===== config.mk =====
export PLATFORM = sky130hd
export DESIGN_NAME = seq_channel_accumulator
export DESIGN_NICKNAME = d
export VERILOG_FILES = /design/src/rtl/adain_arith_pkg.sv /design/src/rtl/acc_lane.sv /design/src/rtl/seq_channel_accumulator.sv
export SDC_FILE = /design/constraint.sdc
export NUM_CORES = 2
export LEC_CHECK = 0
export ABC_CLOCK_PERIOD_IN_PS = 7300
export BUFFER_PORTS_ARGS = -buffer_cell sky130_fd_sc_hd__buf_2
export CORE_UTILIZATION = 55
export DETAILED_ROUTE_END_ITERATION = 7
export GPL_TIMING_DRIVEN = 0
export PLACE_DENSITY = 0.75
export RECOVER_POWER = 25
export SYNTH_ARGS = -nofsm -noshare
export SYNTH_HDL_FRONTEND = slang
export SYNTH_HIERARCHICAL = 1
export SYNTH_SLANG_ARGS = --single-unit

===== constraint.sdc =====
create_clock -name clk -period 7.3 [get_ports clk]
set_input_delay 0.73 -clock clk [delete_from_list [all_inputs] [get_ports clk]]
set_output_delay 0.73 -clock clk [all_outputs]
set_load 0.005 [all_outputs]

===== src/rtl/adain_arith_pkg.sv =====
// Shared arithmetic definitions for the AdaIN statistics accumulator:
// operation codes, FSM state encoding and signed range helpers.
package adain_arith_pkg;

  localparam logic [1:0] MODE_SUM   = 2'b00;
  localparam logic [1:0] MODE_SUMSQ = 2'b01;
  localparam logic [1:0] MODE_SUB   = 2'b10;
  localparam logic [1:0] MODE_RSVD  = 2'b11;  // decoded as SUM

  typedef enum logic [1:0] {
    ST_IDLE  = 2'd0,
    ST_ACCUM = 2'd1,
    ST_DONE  = 2'd2
  } state_t;

  // Largest signed value representable in 'width' bits (width <= 64).
  function automatic logic [63:0] signed_max(input int unsigned width);
    signed_max = (64'd1 << (width - 1)) - 64'd1;
  endfunction

  // Smallest signed value in 'width' bits; callers truncate to 'width'.
  function automatic logic [63:0] signed_min(input int unsigned width);
    signed_min = ~signed_max(width);
  endfunction

endpackage


===== src/rtl/acc_lane.sv =====
// One accumulator lane: selects x or x*x, adds or subtracts it, detects
// signed overflow in one extra bit, optionally clamps, and keeps a sticky flag.
module acc_lane
  import adain_arith_pkg::*;
#(
  parameter int IN_WIDTH  = 16,
  parameter int ACC_WIDTH = 48,
  parameter int SATURATE  = 1
) (
  input  logic                        clk,
  input  logic                        rst,
  input  logic                        clr,
  input  logic                        en,
  input  logic [1:0]                  mode,
  input  logic signed [IN_WIDTH-1:0]  x,
  output logic signed [ACC_WIDTH-1:0] acc,
  output logic                        ovf
);

  localparam logic [ACC_WIDTH-1:0] SAT_MAX = ACC_WIDTH'(signed_max(ACC_WIDTH));
  localparam logic [ACC_WIDTH-1:0] SAT_MIN = ACC_WIDTH'(signed_min(ACC_WIDTH));

  logic signed [2*IN_WIDTH-1:0] prod;
  logic signed [ACC_WIDTH-1:0]  term;
  logic signed [ACC_WIDTH:0]    sum_ext;
  logic                         wrap_ovf;
  logic signed [ACC_WIDTH-1:0]  acc_next;

  // Term select, widened add/sub, overflow detect and optional clamp.
  always_comb begin
    prod = x * x;
    if (mode == MODE_SUMSQ) begin
      term = ACC_WIDTH'(prod);
    end else begin
      term = ACC_WIDTH'(x);
    end
    if (mode == MODE_SUB) begin
      sum_ext = (ACC_WIDTH+1)'(acc) - (ACC_WIDTH+1)'(term);
    end else begin
      sum_ext = (ACC_WIDTH+1)'(acc) + (ACC_WIDTH+1)'(term);
    end
    // Top two bits disagree when the true result leaves the ACC_WIDTH range.
    wrap_ovf = sum_ext[ACC_WIDTH] ^ sum_ext[ACC_WIDTH-1];
    acc_next = sum_ext[ACC_WIDTH-1:0];
    if (wrap_ovf && (SATURATE != 0)) begin
      acc_next = sum_ext[ACC_WIDTH] ? SAT_MIN : SAT_MAX;
    end
  end

  // Accumulator and sticky overflow register; clr starts a new transaction.
  always_ff @(posedge clk or posedge rst) begin
    if (rst) begin
      acc <= '0;
      ovf <= 1'b0;
    end else if (clr) begin
      acc <= '0;
      ovf <= 1'b0;
    end else if (en) begin
      acc <= acc_next;
      if (wrap_ovf) begin
        ovf <= 1'b1;
      end
    end
  end

endmodule


===== src/rtl/seq_channel_accumulator.sv =====
// Multi-channel sequential accumulator: FSM, beat counter and handshakes,
// with one acc_lane per channel.
module seq_channel_accumulator
  import adain_arith_pkg::*;
#(
  parameter int IN_WIDTH    = 16,
  parameter int ACC_WIDTH   = 48,
  parameter int CHANNELS    = 4,
  parameter int COUNT_WIDTH = 16,
  parameter int SATURATE    = 1
) (
  input  logic                          clk,
  input  logic                          rst,
  input  logic                          start,
  input  logic [1:0]                    mode,
  input  logic [COUNT_WIDTH-1:0]        num_samples,
  input  logic                          in_valid,
  output logic                          in_ready,
  input  logic [CHANNELS*IN_WIDTH-1:0]  in_data,
  output logic                          out_valid,
  input  logic                          out_ready,
  output logic [CHANNELS*ACC_WIDTH-1:0] out_data,
  output logic [COUNT_WIDTH-1:0]        out_count,
  output logic [CHANNELS-1:0]           overflow,
  output logic                          busy
);

  state_t                 state_reg, state_next;
  logic [1:0]             mode_reg;
  logic [COUNT_WIDTH-1:0] num_reg;
  logic [COUNT_WIDTH-1:0] count_reg;
  logic                   clr;
  logic                   accept;
  logic                   last_beat;

  // State register.
  always_ff @(posedge clk or posedge rst) begin
    if (rst) begin
      state_reg <= ST_IDLE;
    end else begin
      state_reg <= state_next;
    end
  end

  // Next-state logic and handshake outputs.
  always_comb begin
    state_next = state_reg;
    clr        = 1'b0;
    accept     = 1'b0;
    in_ready   = 1'b0;
    out_valid  = 1'b0;
    busy       = 1'b0;
    last_beat  = (count_reg + COUNT_WIDTH'(1)) == num_reg;
    case (state_reg)
      ST_IDLE: begin
        if (start) begin
          clr        = 1'b1;
          state_next = (num_samples == '0) ? ST_DONE : ST_ACCUM;
        end
      end
      ST_ACCUM: begin
        in_ready = 1'b1;
        busy     = 1'b1;
        accept   = in_valid;
        if (in_valid && last_beat) begin
          state_next = ST_DONE;
        end
      end
      ST_DONE: begin
        out_valid = 1'b1;
        busy      = 1'b1;
        if (out_ready) begin
          state_next = ST_IDLE;
        end
      end
      default: state_next = ST_IDLE;
    endcase
  end

  // Transaction parameters and accepted-beat counter.
  always_ff @(posedge clk or posedge rst) begin
    if (rst) begin
      mode_reg  <= '0;
      num_reg   <= '0;
      count_reg <= '0;
    end else if (clr) begin
      mode_reg  <= mode;
      num_reg   <= num_samples;
      count_reg <= '0;
    end else if (accept) begin
      count_reg <= count_reg + COUNT_WIDTH'(1);
    end
  end

  assign out_count = count_reg;

  genvar gi;
  generate
    for (gi = 0; gi < CHANNELS; gi++) begin : g_lane
      acc_lane #(
        .IN_WIDTH (IN_WIDTH),
        .ACC_WIDTH(ACC_WIDTH),
        .SATURATE (SATURATE)
      ) u_lane (
        .clk (clk),
        .rst (rst),
        .clr (clr),
        .en  (accept),
        .mode(mode_reg),
        .x   (in_data[gi*IN_WIDTH +: IN_WIDTH]),
        .acc (out_data[gi*ACC_WIDTH +: ACC_WIDTH]),
        .ovf (overflow[gi])
      );
    end
  endgenerate

endmodule


==> results.yml <==
final_layout:
  layout.nets: 10300
  fillers: 8866
  largest_reg_flops: 192
  mostFrequentLayoutCells: "1386 x inv_1, 917 x fa_1, 666 x nand2_1, 572 x nor2_1, 466 x ha_1"
  areaGrowthSynthToFinish_pct: 25.4
  drive_above_1_share_pct: 23.9
  multi_input_area_um2: 57500
  regArea_um2: 5810
  final_common_cell: "inv_1"
sta:
  fmax_ghz: 0.0993
  fin_setup_tns_ps: -473960
  period_minus_slack_ps: 10070
  fin_crit_sh_pct: 138
  rsz0062_at_grt: "true"
  relSlewSlack_pct: -56.4
  drv_slew: 94
  timing.final.ws_setup_ps: -2770
  tightest_slew_ps: 2350
  hold_viol: 0
  setup_viol: 196
  fin_skew_ps: 19.4
critical_path:
  r2r-start: "mode_reg[0]$_DFFE_PP0P_"
  reg2reg_slack_ps: -1500
  path_buf_inv: 12
  reg2reg_to: "g_lane[0].u_lane/acc[15]$_DFFE_PP0P_"
  cpLargestDelayFamily: "adder cells"
  end_kind: "flop"
  reg2reg_depth: 30
  crit_required_ps: 7820
  startpoint_type: "input port"
  cp_slowest_cell: "fa_1"
  crit_fanout: 10
  cpPeakStageDelay_ps: 580
  cp.arrival_ps: 10590
  critPathKind: "input port to flop"
  path_common_cell: "fa_1"
logic_synthesis:
  yosys_warnings: 6
  synth-edff-count: 0
  synth.area.top_cells: "fa_1 29%, ha_1 11%, dfrtp_1 8.9%, inv_1 8.4%, nand2_1 4.3%"
  syn_nets: 9508
  netlist_instances: 7919
  ys_ff_latch: 232
  syn_area_um2: 65200
  synth_top_area_share_pct: 29.2
  synth_ff_type: "dfrtp_1"
  async_flop_share_pct: 100
  synth_seq_area_share_pct: 8.91
  yosysTopAreaCell: "fa_1"
  ys_types: 141
  syn-mean-instance-area_um2: 8.23
routing:
  ant_nets: 0
  drt-initial-drc-count: 5168
  first_pass_iters: 8
  vias: 62300
  drt-total-wl_um: 219000
  drcViolationCount: 0
  viasPerCell: 6.06
  wl_per_cell_um: 21.3
clocking:
  cts_root_buffer: "clkbuf_16"
  cts_tree: "done"
  clock_path_buffers: 3
  clkSlewWorstSetupHoldPaths_ps: 60
  cts_max_level: 2
  numCtsBuffers: 35
  cts.sinks: 232
  clk_latency_ps: 590
placed_design:
  gp_congestion: 0.966
  io_buffers: 295
  dp_hpwl_um: 163000
die:
  ios: 302
  num_rows: 125
  dieArea_um2: 120000
  die_w_um: 346
  core_area_um2: 117000
  start_util_pct: 55.8
  dieHeight_um: 346
worst_hold_path:
  hp-start: "mode[0]"
  min_to: "mode_reg[0]$_DFFE_PP0P_"
  hold_depth: 3
  min-delay-path-class: "input port to flop"
global_route:
  grt-ovfl-total: 0
  grt_start_max_net_pins: 41
  grt_antenna_before_repair: 13
  grt_use_total_pct: 35.2
  grt_pass1_vias: 62500
  grt_pass1_wl_um: 338000
status:
  violations: "capacitance limit, slew limit, setup timing"
  status: "finished, violations left"
job:
  cap_violations: 3
-- synth_stat cells (all sizes together) (14+ instances only) --
library cell  instances
nor3                116
maj3                 31
xor2                125
nand3               118
a221oi               16
a31oi                59
a2111oi              17
o22ai                56
a21oi               467
nor2                618
nand2               744
a311oi               83
or3                  51
a211oi              113
a21o                124
nor3b                18
nor4                 29
a21boi               14
o31a                 14
inv                1463
nand4                55
a221o                36
and2                155
a31o                 26
o21a                 79
clkbuf              241
and3                 50
o21bai               52
ha                  552
fa                  950
o21ai               335
and4                 18
a211o                16
or2                  36
nand3b               22
nand2b               69
mux2i                46
o31ai                55
buf                  76
nor2b                56
o211ai               49
dfrtp               232
xnor2               262
-- repair_timing --
| item | 4_1_cts | 5_1_grt |
|---|---|---|
| gates cloned | 20 | 15 |
| buffers inserted | 260 | 205 |
| hold buffers | 0 | 0 |
| resized for setup | 750 | 717 |
| endpoints found under the setup margin | 196 | 196 |
| pin swaps | 371 | 316 |
-- how the worst max path moves through the flow --
| stage | start | end | slack, ps | cells past startpoint |
|---|---|---|---|---|
| floorplan | in_data[31] | g_lane[1].u_lane/acc[2]$_DFFE_PP0P_ | -2580 | 40 |
| global placement | in_data[27] | g_lane[1].u_lane/acc[41]$_DFFE_PP0P_ | -4770 | 36 |
| detailed placement | in_data[27] | g_lane[1].u_lane/acc[23]$_DFFE_PP0P_ | -4860 | 36 |
| CTS | in_data[56] | g_lane[3].u_lane/acc[39]$_DFFE_PP0P_ | -2690 | 40 |
| global route | in_data[21] | g_lane[1].u_lane/acc[19]$_DFFE_PP0P_ | -3020 | 46 |
| finish | in_data[20] | g_lane[1].u_lane/acc[17]$_DFFE_PP0P_ | -2770 | 43 |
-- cell type report --
cell class                      count  share of cell area (%)
Sequential cell                   232                    7.10
Multi-Input combinational cell   5900                    70.4
Tap cell                         1524                    2.33
Timing Repair Buffer              792                    7.61
Inverter                         1469                    6.91
Antenna cell                        8                  0.0245
Buffer                            298                    4.11
Clock buffer                       43                    1.18
Clock inverter                     19                   0.347
-- metrics by stage --
stage / instances / utilization (%) / worst slack (ps) / hold slack, ps / instance area, um^2
after floorplan: 7919 / - / -2580 / 465 / 66800
after global placement: 9738 / 60.1 / -4770 / 478 / 70200
after detailed placement: 9742 / 60.2 / -4860 / 484 / 70300
after CTS: 10100 / 66.1 / -2690 / 296 / 77300
after global routing: 10300 / 70.0 / -3020 / 359 / 81800
final: 10300 / 70.0 / -2770 / 341 / 81800
-- worst reg2reg max path, delay by kind of cell, from the launching register on --
family | cells | cell delay, ps
flops | 1 | 1340
simple gates | 13 | 3370
fa+ha+maj | 2 | 530
buf+inv | 6 | 1730
compound gates | 8 | 1500
mux | 1 | 240
-- kinds of logic (layout without fill, tap and decap cells) --
group	Yosys count	after routing	synth area share (%)
fa+ha+maj	1533	1533	40.3
compound gates	1724	1725	17.9
simple gates	2194	2196	16.1
other cells	0	8	0
xor+xnor	389	389	5.30
mux	57	57	0.908
buf+inv	1790	2621	10.6
flops	232	232	8.91
-- per-layer routing --
metal  track usage (%)  wire [um]
met1              45.4      84700
met2              57.8     103000
met5                 0         47
met3              5.79      18800
met4              16.1      11600
Power is left out: the tool's default activity adds up to more than one toggle a clock period on the data nets, which glitch-free logic cannot reach.
